`config.mk`:
```
export PLATFORM = sky130hd
export DESIGN_NAME = cache_refill_arbiter
export DESIGN_NICKNAME = d
export VERILOG_FILES = /design/src/rtl/cache_refill_arbiter.sv
export SDC_FILE = /design/constraint.sdc
export NUM_CORES = 1
export LEC_CHECK = 0
export CAP_MARGIN = 10
export CORE_ASPECT_RATIO = 1.1
export CORE_UTILIZATION = 46
export CTS_BUF_LIST = sky130_fd_sc_hd__clkbuf_4 sky130_fd_sc_hd__clkbuf_8
export DETAILED_ROUTE_END_ITERATION = 10
export GPL_TIMING_DRIVEN = 0
export PLACE_DENSITY = 0.89
export SYNTH_ARGS = -nofsm -noshare
export SYNTH_HDL_FRONTEND = slang
export SYNTH_SLANG_ARGS = --single-unit
```
`constraint.sdc`:
```
create_clock -name clk -period 2.5 [get_ports clk]
set_input_delay 0.375 -clock clk [delete_from_list [all_inputs] [get_ports clk]]
set_output_delay 0.375 -clock clk [all_outputs]
set_load 0.005 [all_outputs]
```
`src/rtl/cache_refill_arbiter.sv`:
```
// cache_refill_arbiter: shares one memory refill port between the I-cache and
// D-cache miss paths. Requests are granted round-robin, one transaction is in
// flight at a time, and the refill word goes back to the winning cache as a
// one-cycle ready pulse. A transaction that is never acked times out and
// returns zero data with rsp_err set. Grant counters saturate at all-ones.
module cache_refill_arbiter #(
  parameter int ADDR_W     = 32,
  parameter int DATA_W     = 32,
  parameter int LINE_BYTES = 4,
  parameter int TIMEOUT    = 255,
  parameter int CNT_W      = 16
) (
  input  logic              clk,
  input  logic              reset,
  input  logic              i_req,
  input  logic [ADDR_W-1:0] i_addr,
  output logic              i_rsp_ready,
  output logic [DATA_W-1:0] i_rsp_data,
  input  logic              d_req,
  input  logic [ADDR_W-1:0] d_addr,
  output logic              d_rsp_ready,
  output logic [DATA_W-1:0] d_rsp_data,
  output logic              rsp_err,
  output logic              mem_req,
  output logic [ADDR_W-1:0] mem_addr,
  input  logic              mem_ack,
  input  logic [DATA_W-1:0] mem_rdata,
  output logic              busy,
  output logic [CNT_W-1:0]  i_grants,
  output logic [CNT_W-1:0]  d_grants
);

  typedef enum logic [1:0] {
    ST_IDLE    = 2'd0,
    ST_WAIT    = 2'd1,
    ST_RESPOND = 2'd2,
    ST_GAP     = 2'd3
  } state_t;

  localparam logic SIDE_I = 1'b0;
  localparam logic SIDE_D = 1'b1;

  // Wait counter only needs to reach TIMEOUT-1: the TIMEOUT-th unacked
  // cycle is the one that gives up.
  localparam int WCNT_W = (TIMEOUT > 2) ? $clog2(TIMEOUT) : 1;
  localparam logic [WCNT_W-1:0] WAIT_LAST = WCNT_W'(TIMEOUT - 1);
  localparam logic [WCNT_W-1:0] WAIT_ONE  = WCNT_W'(1'b1);
  localparam logic [WCNT_W-1:0] WAIT_ZERO = {WCNT_W{1'b0}};

  localparam logic [ADDR_W-1:0] LINE_MASK = ~(ADDR_W'(LINE_BYTES - 1));
  localparam logic [CNT_W-1:0]  CNT_MAX   = {CNT_W{1'b1}};
  localparam logic [CNT_W-1:0]  CNT_ONE   = CNT_W'(1'b1);

  // Clear the byte-offset bits so memory always sees the line base.
  function automatic logic [ADDR_W-1:0] align_line(input logic [ADDR_W-1:0] addr);
    return addr & LINE_MASK;
  endfunction

  // Grant counters stick at all-ones instead of wrapping.
  function automatic logic [CNT_W-1:0] sat_inc(input logic [CNT_W-1:0] v);
    return (v == CNT_MAX) ? v : (v + CNT_ONE);
  endfunction

  state_t              state_r, state_s;
  logic                owner_r, owner_s;
  logic                last_grant_r, last_grant_s;
  logic [WCNT_W-1:0]   wait_cnt_r, wait_cnt_s;
  logic                mem_req_r, mem_req_s;
  logic [ADDR_W-1:0]   mem_addr_r, mem_addr_s;
  logic                i_rdy_r, i_rdy_s;
  logic                d_rdy_r, d_rdy_s;
  logic [DATA_W-1:0]   i_data_r, i_data_s;
  logic [DATA_W-1:0]   d_data_r, d_data_s;
  logic                err_r, err_s;
  logic                busy_r, busy_s;
  logic [CNT_W-1:0]    i_cnt_r, i_cnt_s;
  logic [CNT_W-1:0]    d_cnt_r, d_cnt_s;

  logic                elig_i_s, elig_d_s;
  logic                grant_any_s;
  logic                grant_side_s;
  logic [ADDR_W-1:0]   grant_addr_s;

  // Round-robin pick; in GAP the side just served is masked out.
  always_comb begin
    elig_i_s     = i_req && !((state_r == ST_GAP) && (owner_r == SIDE_I));
    elig_d_s     = d_req && !((state_r == ST_GAP) && (owner_r == SIDE_D));
    grant_any_s  = elig_i_s || elig_d_s;
    grant_side_s = SIDE_I;
    if (elig_i_s && elig_d_s) begin
      grant_side_s = ~last_grant_r;
    end else if (elig_d_s) begin
      grant_side_s = SIDE_D;
    end else begin
      grant_side_s = SIDE_I;
    end
    grant_addr_s = align_line((grant_side_s == SIDE_D) ? d_addr : i_addr);
  end

  // Next-state and next-output logic of the refill FSM.
  always_comb begin
    state_s      = state_r;
    owner_s      = owner_r;
    last_grant_s = last_grant_r;
    wait_cnt_s   = wait_cnt_r;
    mem_req_s    = mem_req_r;
    mem_addr_s   = mem_addr_r;
    i_rdy_s      = 1'b0;
    d_rdy_s      = 1'b0;
    i_data_s     = i_data_r;
    d_data_s     = d_data_r;
    err_s        = err_r;
    i_cnt_s      = i_cnt_r;
    d_cnt_s      = d_cnt_r;

    case (state_r)
      ST_IDLE, ST_GAP: begin
        if (grant_any_s) begin
          state_s      = ST_WAIT;
          owner_s      = grant_side_s;
          last_grant_s = grant_side_s;
          wait_cnt_s   = WAIT_ZERO;
          mem_req_s    = 1'b1;
          mem_addr_s   = grant_addr_s;
          if (grant_side_s == SIDE_D) begin
            d_cnt_s = sat_inc(d_cnt_r);
          end else begin
            i_cnt_s = sat_inc(i_cnt_r);
          end
        end else begin
          state_s   = ST_IDLE;
          mem_req_s = 1'b0;
        end
      end
      ST_WAIT: begin
        // An ack in the timeout cycle still delivers data.
        if (mem_ack || (wait_cnt_r == WAIT_LAST)) begin
          state_s   = ST_RESPOND;
          mem_req_s = 1'b0;
          err_s     = !mem_ack;
          if (owner_r == SIDE_D) begin
            d_rdy_s  = 1'b1;
            d_data_s = mem_ack ? mem_rdata : {DATA_W{1'b0}};
          end else begin
            i_rdy_s  = 1'b1;
            i_data_s = mem_ack ? mem_rdata : {DATA_W{1'b0}};
          end
        end else begin
          wait_cnt_s = wait_cnt_r + WAIT_ONE;
        end
      end
      ST_RESPOND: begin
        state_s = ST_GAP;
      end
      default: begin
        state_s   = ST_IDLE;
        mem_req_s = 1'b0;
      end
    endcase

    busy_s = (state_s != ST_IDLE);
  end

  // FSM state register.
  always_ff @(posedge clk) begin
    if (reset) begin
      state_r <= ST_IDLE;
    end else begin
      state_r <= state_s;
    end
  end

  // Transaction bookkeeping and registered outputs.
  always_ff @(posedge clk) begin
    if (reset) begin
      owner_r      <= SIDE_I;
      last_grant_r <= SIDE_D;
      wait_cnt_r   <= WAIT_ZERO;
      mem_req_r    <= 1'b0;
      mem_addr_r   <= {ADDR_W{1'b0}};
      i_rdy_r      <= 1'b0;
      d_rdy_r      <= 1'b0;
      i_data_r     <= {DATA_W{1'b0}};
      d_data_r     <= {DATA_W{1'b0}};
      err_r        <= 1'b0;
      busy_r       <= 1'b0;
      i_cnt_r      <= {CNT_W{1'b0}};
      d_cnt_r      <= {CNT_W{1'b0}};
    end else begin
      owner_r      <= owner_s;
      last_grant_r <= last_grant_s;
      wait_cnt_r   <= wait_cnt_s;
      mem_req_r    <= mem_req_s;
      mem_addr_r   <= mem_addr_s;
      i_rdy_r      <= i_rdy_s;
      d_rdy_r      <= d_rdy_s;
      i_data_r     <= i_data_s;
      d_data_r     <= d_data_s;
      err_r        <= err_s;
      busy_r       <= busy_s;
      i_cnt_r      <= i_cnt_s;
      d_cnt_r      <= d_cnt_s;
    end
  end

  assign i_rsp_ready = i_rdy_r;
  assign i_rsp_data  = i_data_r;
  assign d_rsp_ready = d_rdy_r;
  assign d_rsp_data  = d_data_r;
  assign rsp_err     = err_r;
  assign mem_req     = mem_req_r;
  assign mem_addr    = mem_addr_r;
  assign busy        = busy_r;
  assign i_grants    = i_cnt_r;
  assign d_grants    = d_cnt_r;

endmodule

```
# Yosys cells after proc, flatten, opt, wreduce, memory -nomap -nowiden
# Index checks and enable logic that the tools add are counted.
op_classes:
  addsub: 3
  eq_ne: 9
  muxes: 15
  bitwise_logic: 7
  reduce_logical: 23
op_table:
  columns: ["cell", "n"]
  rows:
  - ["32-bit 2-to-1 mux", 2]
  - ["16-bit by 1-bit adder with 16-bit output, second input constant", 2]
  - ["16-bit == test, second input constant", 2]
  - ["8-bit 2-to-1 mux", 2]
  - ["8-bit one-hot mux with 2 select lines", 1]
  - ["3-bit AND reduction", 3]
  - ["8-bit by 1-bit adder with 8-bit output, second input constant", 1]
  - ["8-bit == test, second input constant", 1]
  - ["4-bit AND reduction", 2]
  - ["1-bit 2-to-1 mux", 7]
  - ["1-bit inverter", 7]
  - ["2-bit inequality test, second input constant", 3]
  - ["2-bit one-hot mux with 3 select lines", 1]
  - ["2-bit AND reduction", 3]
  - ["1-bit logical AND", 5]
  - ["2-bit == test, second input constant", 2]
  - ["2-bit nonzero test", 2]
  - ["1-bit logical NOT", 3]
  - ["3-bit OR reduction", 1]
  - ["2-bit by 1-bit == test with 1-bit output, second input constant", 1]
  - ["2-bit logical NOT", 1]
  - ["1-bit logical OR", 2]
  - ["2-bit 2-to-1 mux", 1]
  - ["1-bit one-hot mux with 2 select lines", 1]
  - ["2-bit OR reduction", 1]
totals:
  regBits: 143
  out_inout_bits: 133
  wordCells: 71

# Logic depth before layout (Yosys ltp)
logic_depth:
  ltp_word: 8
  depth_mapped: 8
  depth_no_buf: 6

# Worst setup path before layout
# OpenSTA, ideal clock, no wires.
synth_timing:
  kind: "register -> register"
  from: "reg state_r[0]"
  to: "reg i_cnt_r[11], in the netlist i_grants[11]"
  setup_ns: 0.123
  t_arrival_ns: 2.159
  path_slack_ns: 0.217
  path_stages_with_launch: 9
  path_buffers: 2
  synth_period_minus_slack_ns: 2.283
  cell_sequence: "dfxtp_1 > inv_1 > ha_1 > buf_4 > nand2_1 > or4_1 > buf_2 > a2111oi_4 > mux2_1"
synth_between:
  elab_chain_len: 8
synth_rtl:
  columns: ["element", "line_no", "source"]
  rows:
  - ["from (decl)", "64", "state_t state_r, state_s;"]
  - ["from (signal assigned)", "169", "state_r <= state_s;"]
  - ["2-bit == test", "86, 87, 116", null]
  - ["1-bit logical AND, on equally long branches", "87, 86", null]
  - ["1-bit logical NOT, on equally long branches", "87, 86", null]
  - ["1-bit logical AND, on equally long branches", "87, 86", null]
  - ["1-bit 2-to-1 mux or 1-bit logical AND (tied branches)", "92, 90", null]
  - ["1-bit 2-to-1 mux", "90", "if (elig_i_s && elig_d_s) begin"]
  - ["1-bit inverter (no source line)", null, null]
  - ["4-bit AND reduction (no source line) *", null, null]
  - ["to (signal assigned)", "187", "i_cnt_r <= {CNT_W{1'b0}};"]
  - ["to (signal assigned)", "201", "i_cnt_r <= i_cnt_s;"]
  - ["to (decl)", "76", "logic [CNT_W-1:0] i_cnt_r, i_cnt_s;"]
# Every way passes the cells marked *; elsewhere a longest branch is shown, timed or not.
# A chain may end at the register's enable or synchronous reset.

# Worst setup path in the final report
# Same ends and word-level chain as after synthesis.

==> flow_summary.toml <==
[yosys]
netlist-cell-type-count = 52
synth-seq-cells = 143
synth_edf_count = 0
yosysSeqAreaShare = 0.460
synth_warnings = 0
netlist_instances = 666
synth_top_cell_by_area = "dfxtp_1"
dominantRegCellSynth = "dfxtp_1"
synth_top_area_frac = 0.460
yosysMostFrequentCell = "dfxtp_1"
syn-cell-area_um2 = 6220
syn_area_per_cell_um2 = 9.34
ys_async_sr_fraction = 0
synth.area.top_cells = "dfxtp_1 (46%), mux2i_1 (10%), nand2_1 (5.0%)"
synthTopCellsByCount = "dfxtp_1 (143), nand2_1 (83), mux2i_1 (65)"

[final_layout]
stdcell_count = 1086
fillers = 1013
drive_gt1_frac = 0.0746
fin_util = 0.692
syn_to_final_growth_pct = 47.0
finalInstanceArea_um2 = 9140
antenna_cells = 0
fin_nets = 1020

[clocking]
htree_levels = 4
cts_buffers = 17
clock_latency_ns = 0.46
root_buffer = "clkbuf_8"
cts_buffer_depth = 2
clkSinkCount = 143
ctsHoldBuffers = 0
path_clk_slew_ns = 0.08
cts_tree = "built"

[sta]
rsz0062_at_grt = "true"
slew_violations = 0
timing.final.crit_period_ns = 2.41
period_share = 0.966
clock.fmax_mhz = 414
finalHoldViolCount = 0
fin_setup_tns_ns = 0
slew_headroom = 0.335
setup_violations = 0
fin_skew_ns = 0.00905
worstMarginPinSlew_ns = 0.994
fin_ws_ns = 0.0851

[floorplanning]
io_pins = 234
die_w_um = 113
initial_utilization = 0.471
die_h_um = 124
dieArea_um2 = 14000
core_area_um2 = 13200
rows = 44

[pwr]
ir_drop_v = 0.000474
p_comb_frac = 0.159
internal_power_w = 0.00403
power_density_nw_per_um2 = 593
swShare = 0.258
switchingPower_w = 0.00140
p_seq_frac = 0.450
pwr-share-clk = 0.391
p_leak_nw = 3.60

[place]
postPlaceCellArea_um2 = 8680
dp_slack_ns = -0.314
post-dp-hpwl_um = 13700
gp_congestion = 0.865
numPortBuffers = 225
placed_cells = 1053

[min_path]
min_path_cells = 3
hold_class = "input port to flop"

[global_route]
grt_pass1_wl_um = 29300
grt_start_max_net_pins = 17
grt_usage = 0.270
grt-ovfl-total = 0
grt_pass1_vias = 5918
antenna_found_initial = 0

[drt]
dr.pass1.iters = 6
drt-total-wl_um = 19000
drt_iter0_markers = 533
drtAntennaViolNets = 0
wl_per_cell_um = 17.5
routed-via-count = 6255
viasPerCell = 5.76
drcViolationCount = 0

[worst_setup_path]
start_kind = "flop"
ff2ff_path_depth = 8
cp_max_fo = 10
arrival_ns = 2.77
critPathKind = "flop to flop"
cp-end-kind = "flop"
worstPathRequired_ns = 2.85

[flow_run]
drv_cap = 0

[run_status]
status = "finished, final reports clean"
-- flip-flops by register name, summed over array words and instances (netlist names) --
register and cells:
i_rsp_ready 1, last_grant_r 1, wait_cnt_r 8, i_rsp_data 32, state_r 2, d_rsp_data 32
mem_req 1, d_grants 16, i_grants 16, mem_addr 30, d_rsp_ready 1, rsp_err 1
busy 1, owner_r 1
-- through the flow --
stage	hold slack (ns)	total power, W
detailed placement	0.452	0.00334
finish	0.373	0.00542
global route	0.383	0.00562
global placement	0.444	0.00332
CTS	0.344	0.00544
floorplan	0.455	0.00288
-- worst paths after layout --
check | startpoint | endpoint | slack (ns)
max reg2reg | state_r[0] | i_grants[11] | 0.09
max | state_r[0] | i_grants[11] | 0.09
min | mem_ack | i_rsp_data[31] | 0.37
min reg2reg | d_rsp_data[13] | d_rsp_data[13] | 0.46
-- cell usage in the layout (no fill, tap or decap), types with 2 or more instances in the layout --
cell	Yosys	routed
a211oi_1	11	11
a21oi_1	23	23
a222oi_1	30	30
and3_1	6	6
and4_1	4	4
buf_2	11	11
buf_4	4	5
buf_6	2	2
bufinv_16	0	5
clkbuf_1	34	33
clkbuf_8	0	17
clkdlybuf4s50_1	0	225
clkinv_2	0	3
clkinv_4	0	3
clkinvlp_4	0	2
conb_1	1	2
dfxtp_1	143	142
ha_1	7	7
inv_1	15	15
mux2_2	12	12
mux2i_1	65	65
nand2_1	83	83
nand3_1	51	51
nand4_1	13	13
nor2_1	48	48
nor2b_1	14	14
nor3_1	5	5
nor4_1	6	6
o211a_1	3	3
o211ai_1	5	5
o21a_1	4	4
o21ai_0	8	8
o221ai_1	2	2
o31ai_1	14	14
o32ai_1	2	2
o41ai_1	2	2
or3_1	2	2
or4_1	16	16
-- area by class of cell --
class,instances,area [µm²],area share
clock buffer,18,241,0.0264
clock inverter,14,215,0.0235
sequential,143,2860,0.313
inverter,15,56.3,0.00616
tap,161,201,0.0220
buffer,52,240,0.0263
multi-input combinational,457,3070,0.335
timing repair buffer,226,2260,0.247
-- what timing repair did --
item | 4_1_cts | 5_1_grt
endpoints found under the setup margin | 0 | 22
buffers inserted | 0 | 1
gates resized for setup | 0 | 3
-- power by group through the flow --
| stage | sequential, W | clock, W | combinational [W] |
|---|---|---|---|
| 4_1_cts | 0.00244 | 0.00214 | 0.000855 |
| 5_1_grt | 0.00245 | 0.00224 | 0.000925 |
| 3_3_place_gp | 0.00249 | 0 | 0.000832 |
| 2_1_floorplan | 0.00249 | 0 | 0.000387 |
| 6_report | 0.00244 | 0.00212 | 0.000861 |
| 3_5_place_dp | 0.00249 | 0 | 0.000850 |
-- cell families (layout without fill, tap and decap cells) --
kind of cell / count (synthesis) / in the layout / share of synthesized area
AOI/OAI and AO/OA: 115 / 115 / 0.145
adders and majority gates: 7 / 7 / 0.0141
buffers and inverters: 67 / 325 / 0.0475
DFF: 143 / 143 / 0.460
muxes: 78 / 78 / 0.128
other: 1 / 2 / 0.000603
and+or+nand+nor: 255 / 255 / 0.205
-- routing by layer --
metal	vias to the layer above	wire length, µm	global-route usage
met5	-	0	0
met3	43	1220	0.0754
met4	0	622	0.129
met1	3004	7370	0.306
met2	251	9760	0.472
li1	2957	-	-
-- critical path: stages (launching register included) --
cell	delay [ns]
dfxtp_2	0.37
inv_1	0.05
ha_1	0.27
buf_4	0.15
nand2_1	0.11
or4_1	0.52
buf_2	0.20
a2111oi_4	0.30
mux2_1	0.35
No activity file was read; power rests on OpenSTA's default activity.
==> RTL edit 1 (same flow settings) <==
`TIMEOUT`: 255 -> 510.
--- a/src/rtl/cache_refill_arbiter.sv
+++ b/src/rtl/cache_refill_arbiter.sv
@@ -7,7 +7,7 @@
   parameter int ADDR_W     = 32,
   parameter int DATA_W     = 32,
   parameter int LINE_BYTES = 4,
-  parameter int TIMEOUT    = 255,
+  parameter int TIMEOUT    = 510,
   parameter int CNT_W      = 16
 ) (
   input  logic              clk,
Formal check against the unedited RTL: same outputs for any inputs over 4 cycles, from zero or initial values and one cycle with reset high; that may be too few to reach the edited logic, so the function may still have changed.
==> RTL edit 1 against the original RTL <==
Non-clock buffer count is 2 higher. Synthesized cell count increased by 4.1%. Largest cell class is now flip-flops and latches. Wire length fell by 0.16%. Final cell count grew 2.0%. Largest power group unchanged. Via count is 0.66% higher. Design area is 2.8% lower. Clock skew up 4.5 ps. Setup slack improved by 91 ps. Synthesized area shrank 3.7%. Sequential cell count up 1. Total power down 1.0%. Critical endpoint is now mem_addr[26].
==> RTL edit 1: results (changes against the original RTL) <==
{| class="wikitable"
! Metric !! Value
|-
| Status || complete, no violations
|-
| Slowest stage cell on the critical path || sky130_fd_sc_hd__dfxtp_1
|-
| Count of unresolved DRC violations after routing || 0 (unchanged)
|-
| Leakage Power || 3.06 nW (-15%)
|-
| First-pass iteration count of the detailed router || 7 (+1)
|-
| Number of gates given a new drive strength after cts || 1 (+1)
|-
| ANT cells || 0 (unchanged)
|-
| Hold path depth || 2 (-1)
|-
| Clock latency on the worst-skew pair || 450 ps
|-
| Worst Path Max Fanout || 10 (unchanged)
|-
| Wire length of the first global-routing pass || 29,500 um (+0.61%)
|-
| Cells taking the most area after synthesis || sky130_fd_sc_hd__dfxtp_1, sky130_fd_sc_hd__nand3_1, sky130_fd_sc_hd__a21oi_1
|-
| Share of the yosys chip area belonging to registers || 48.1% (+2.1 points)
|-
| Fraction of layout cells with a size suffix above 1 || 6.83% (-0.62 points)
|-
| Post-place instance area || 8440 um^2 (-2.7%)
|-
| IO buf count || 225 (unchanged)
|-
| Synthesized area divided by synthesized cell count || 8.65 um^2 (-7.4%)
|-
| Family with the most delay on the worst path || buffers and inverters
|-
| Layout filler cell count || 974 (-3.8%)
|-
| WL per Instance || 17.1 um (-2.1%)
|-
| Root Driver || sky130_fd_sc_hd__clkbuf_8
|-
| Post-synth top cells || sky130_fd_sc_hd__dfxtp_1, sky130_fd_sc_hd__nand3_1, sky130_fd_sc_hd__nand2_1
|-
| Count of synthesis-stage warnings from yosys || 0 (unchanged)
|-
| Post-Route Setup TNS || 0 ps (unchanged)
|-
| Final cycle utilization of the critical path || 92.9% (-3.6 points)
|-
| Tot GR Track Use || 27.5% (+0.48 points)
|-
| Number of global-route vias before repair || 5,834 (-1.4%)
|-
| Setup slack at placement || -181 ps (+133 ps)
|-
| HPWL Detailed || 13,800 um (+0.19%)
|-
| Kind of path behind the tightest hold check || in -> reg
|-
| CTS Buf Count || 17 (unchanged)
|-
| Antenna violations before repair || 0 (unchanged)
|-
| Count of routing violations after the opening detailed-route iteration || 567 (+6.4%)
|-
| Setup clock skew after layout || 13.5 ps (+4.46 ps)
|-
| Tightest hold margin || 428 ps (+54.5 ps)
|-
| Share of synthesized flip-flops with an asynchronous set or reset || 0% (unchanged)
|-
| Worst slew margin || 52.8% (+19 points)
|-
| Cells on worst reg2reg path || 10 (+2)
|-
| # placed instances || 1,076 (+2.2%)
|-
| Unique masters post-synth || 56 (+7.7%)
|-
| Reg2reg setup slack || 180 ps (+90 ps)
|-
| Worst VDD drop || 0.000315 V (-34%)
|-
| Final WL || 18,900 um (-0.16%)
|-
| Final nets || 1,046 (+2.5%)
|-
| Crit-path max cell delay || 400 ps (-120 ps)
|-
| CTS clk-pin slew, worst paths || around 90 ps
|-
| Vias || 6,296 (+0.66%)
|-
| Worst EP arrival || 2640 ps (-130 ps)
|-
| Final weighted congestion in routability-driven placement || 0.880 (+1.8%)
|}
-- RTL edit 1: changes by cell type after synthesis, moves of 11 or more --
cell,delta
sky130_fd_sc_hd__xor2_1,+11
sky130_fd_sc_hd__xnor2_1,+14
sky130_fd_sc_hd__nor2_1,+26
sky130_fd_sc_hd__mux2i_1,-62
sky130_fd_sc_hd__nand3_1,+30
sky130_fd_sc_hd__or4_1,-14
sky130_fd_sc_hd__o31ai_1,-14
sky130_fd_sc_hd__a21oi_1,+52
-- RTL edit 1: where the power goes --
group          internal, mW  leakage [nW]  switching (mW)
sequential             2.39          1.17          0.0657
combinational         0.461          1.67           0.433
clock                  1.05         0.217           0.970
total                  3.90          3.06            1.47
-- RTL edit 1: worst paths after layout --
| kind | from | end |
|---|---|---|
| max | state_r[0] | mem_addr[26] |
| min | reset | state_r[1] |
| max reg2reg | state_r[0] | mem_addr[26] |
| min reg2reg | d_rsp_data[20] | d_rsp_data[20] |
-- RTL edit 1: routing by layer --
layer,GRT usage (%),routed length [um]
met3,6.32,1330
met4,10.2,327
met2,48.5,9500
met5,0,0
met1,32.6,7780
-- RTL edit 1: kinds of logic (layout without fill, tap and decap cells) --
group | count (synthesis) | count (layout) | synth area share (%)
simple gates | 310 | 310 | 25.4
flops | 144 | 144 | 48.1
compound gates | 139 | 139 | 15.5
buf+inv | 61 | 318 | 4.74
xor+xnor | 25 | 25 | 3.65
fa+ha+maj | 7 | 7 | 1.46
mux | 6 | 6 | 1.06
other cells | 1 | 2 | 0.0626
-- RTL edit 1: final cells by class --
class	count	area, um^2	area share (%)
Clock inverter	13	179	2.01
Buffer	55	265	2.98
Clock buffer	19	255	2.87
Tap cell	157	196	2.21
Sequential cell	144	2880	32.4
Inverter	6	22.5	0.253
Multi-Input combinational cell	489	2840	31.9
Timing Repair Buffer	225	2250	25.3
==> RTL edit 2 (same settings) <==
Without the edit above. Re-encode `state_t` (4 states) as one-hot, 4 bits wide.
--- a/src/rtl/cache_refill_arbiter.sv
+++ b/src/rtl/cache_refill_arbiter.sv
@@ -30,11 +30,11 @@
   output logic [CNT_W-1:0]  d_grants
 );
 
-  typedef enum logic [1:0] {
-    ST_IDLE    = 2'd0,
-    ST_WAIT    = 2'd1,
-    ST_RESPOND = 2'd2,
-    ST_GAP     = 2'd3
+  typedef enum logic [3:0] {
+    ST_IDLE    = 4'b0001,
+    ST_WAIT    = 4'b0010,
+    ST_RESPOND = 4'b0100,
+    ST_GAP     = 4'b1000
   } state_t;
 
   localparam logic SIDE_I = 1'b0;
Behaviour: no difference found for any inputs over 4 cycles, from zero or initial values and one cycle with reset high; so few cycles prove little.
==> RTL edit 2 against the original RTL <==
Die area fell by 4.2%. Setup slack improved by 160 ps. Total power rose by 0.92%. Sequential cell count rose by 2. Combinational power fell by 3.1%. Sequential share of layout area rose by 1.3 points. Wire length fell by 12%. Clock power rose by 2%. Critical path depth did not move. Synthesized area fell by 4.3%. Design area fell by 2.8%. Sequential power rose by 2%. Critical path type unchanged.
==> RTL edit 2: results (changes against the original RTL) <==
{| class="wikitable"
! Metric !! Value
|-
| Post-synth top cells || sky130_fd_sc_hd__dfxtp_1, sky130_fd_sc_hd__o2bb2ai_1, sky130_fd_sc_hd__nor2_1
|-
| Slew of the pin with the lowest slew margin || 737 ps (-258 ps)
|-
| Fraction of layout cells with a size suffix above 1 || 6.92% (-0.54 points)
|-
| Multi-input logic portion of the cell area || 31.7% (-1.8 points)
|-
| Hold path depth || 1 (-2)
|-
| Layout filler cell count || 972 (-4.0%)
|-
| Wire length of the first global-routing pass || 27,100 um (-7.3%)
|-
| Met1 demand-to-capacity share in global routing || 31.5% (+0.92 points)
|-
| Count of routing violations after the opening detailed-route iteration || 283 (-47%)
|-
| Share of synthesized cell area in full adder, half adder and majority cells || 0.841% (-0.57 points)
|-
| Source of the critical timing path || wait_cnt_r[0]
|-
| Met3 demand-to-capacity share in global routing || 5.04% (-2.5 points)
|-
| Register area || 2900 um^2 (+1.4%)
|-
| Setup clock skew after layout || 12.1 ps (+3.08 ps)
|-
| Hold endpoint || d_rsp_data[16]
|-
| Status || complete, no violations
|-
| Worst flop-to-flop path endpoint || i_rsp_data[3]
|-
| HPWL Detailed || 12,100 um (-12%)
|-
| GR met2 Demand/Resource || 41.1% (-6.1 points)
|-
| Tightest hold margin || 463 ps (+90.1 ps)
|-
| Kind of path behind the tightest hold check || reg -> reg
|-
| Multi-input logic area || 2820 um^2 (-8.0%)
|-
| Compound-gate portion of the synthesized area || 20.8% (+6.3 points)
|-
| Setup slack at placement || 133 ps (+447 ps)
|-
| Cells taking the most area after synthesis || sky130_fd_sc_hd__dfxtp_1, sky130_fd_sc_hd__o2bb2ai_1, sky130_fd_sc_hd__a21oi_1
|-
| Average vias per placed instance || 5.45 (-5.3%)
|-
| First-pass iteration count of the detailed router || 5 (-1)
|-
| Unique masters post-synth || 49 (-5.8%)
|-
| Clock Sinks || 145 (+1.4%)
|-
| Final cell count without fillers || 1,053 (-3.0%)
|}
-- RTL edit 2: worst max-delay path, cell delays in order (launching register included) --
cell                        delay (ps)
sky130_fd_sc_hd__dfxtp_1           390
sky130_fd_sc_hd__inv_1              80
sky130_fd_sc_hd__ha_1              200
sky130_fd_sc_hd__and3_1            240
sky130_fd_sc_hd__a21oi_1           190
sky130_fd_sc_hd__nor2_1             90
sky130_fd_sc_hd__a21oi_1           350
sky130_fd_sc_hd__clkbuf_1          450
sky130_fd_sc_hd__o2bb2ai_1         180
-- RTL edit 2: per-layer routing --
| metal | up-vias | share of wire (%) |
|---|---|---|
| met5 | - | 0 |
| met4 | 0 | 3.0 |
| met3 | 36 | 5.3 |
| met2 | 198 | 49 |
| met1 | 2715 | 43 |
| li1 | 2793 | - |
-- RTL edit 2: power by group --
group	internal (mW)	switching, mW
registers	2.41	0.0646
logic	0.443	0.391
clock network	1.22	0.946
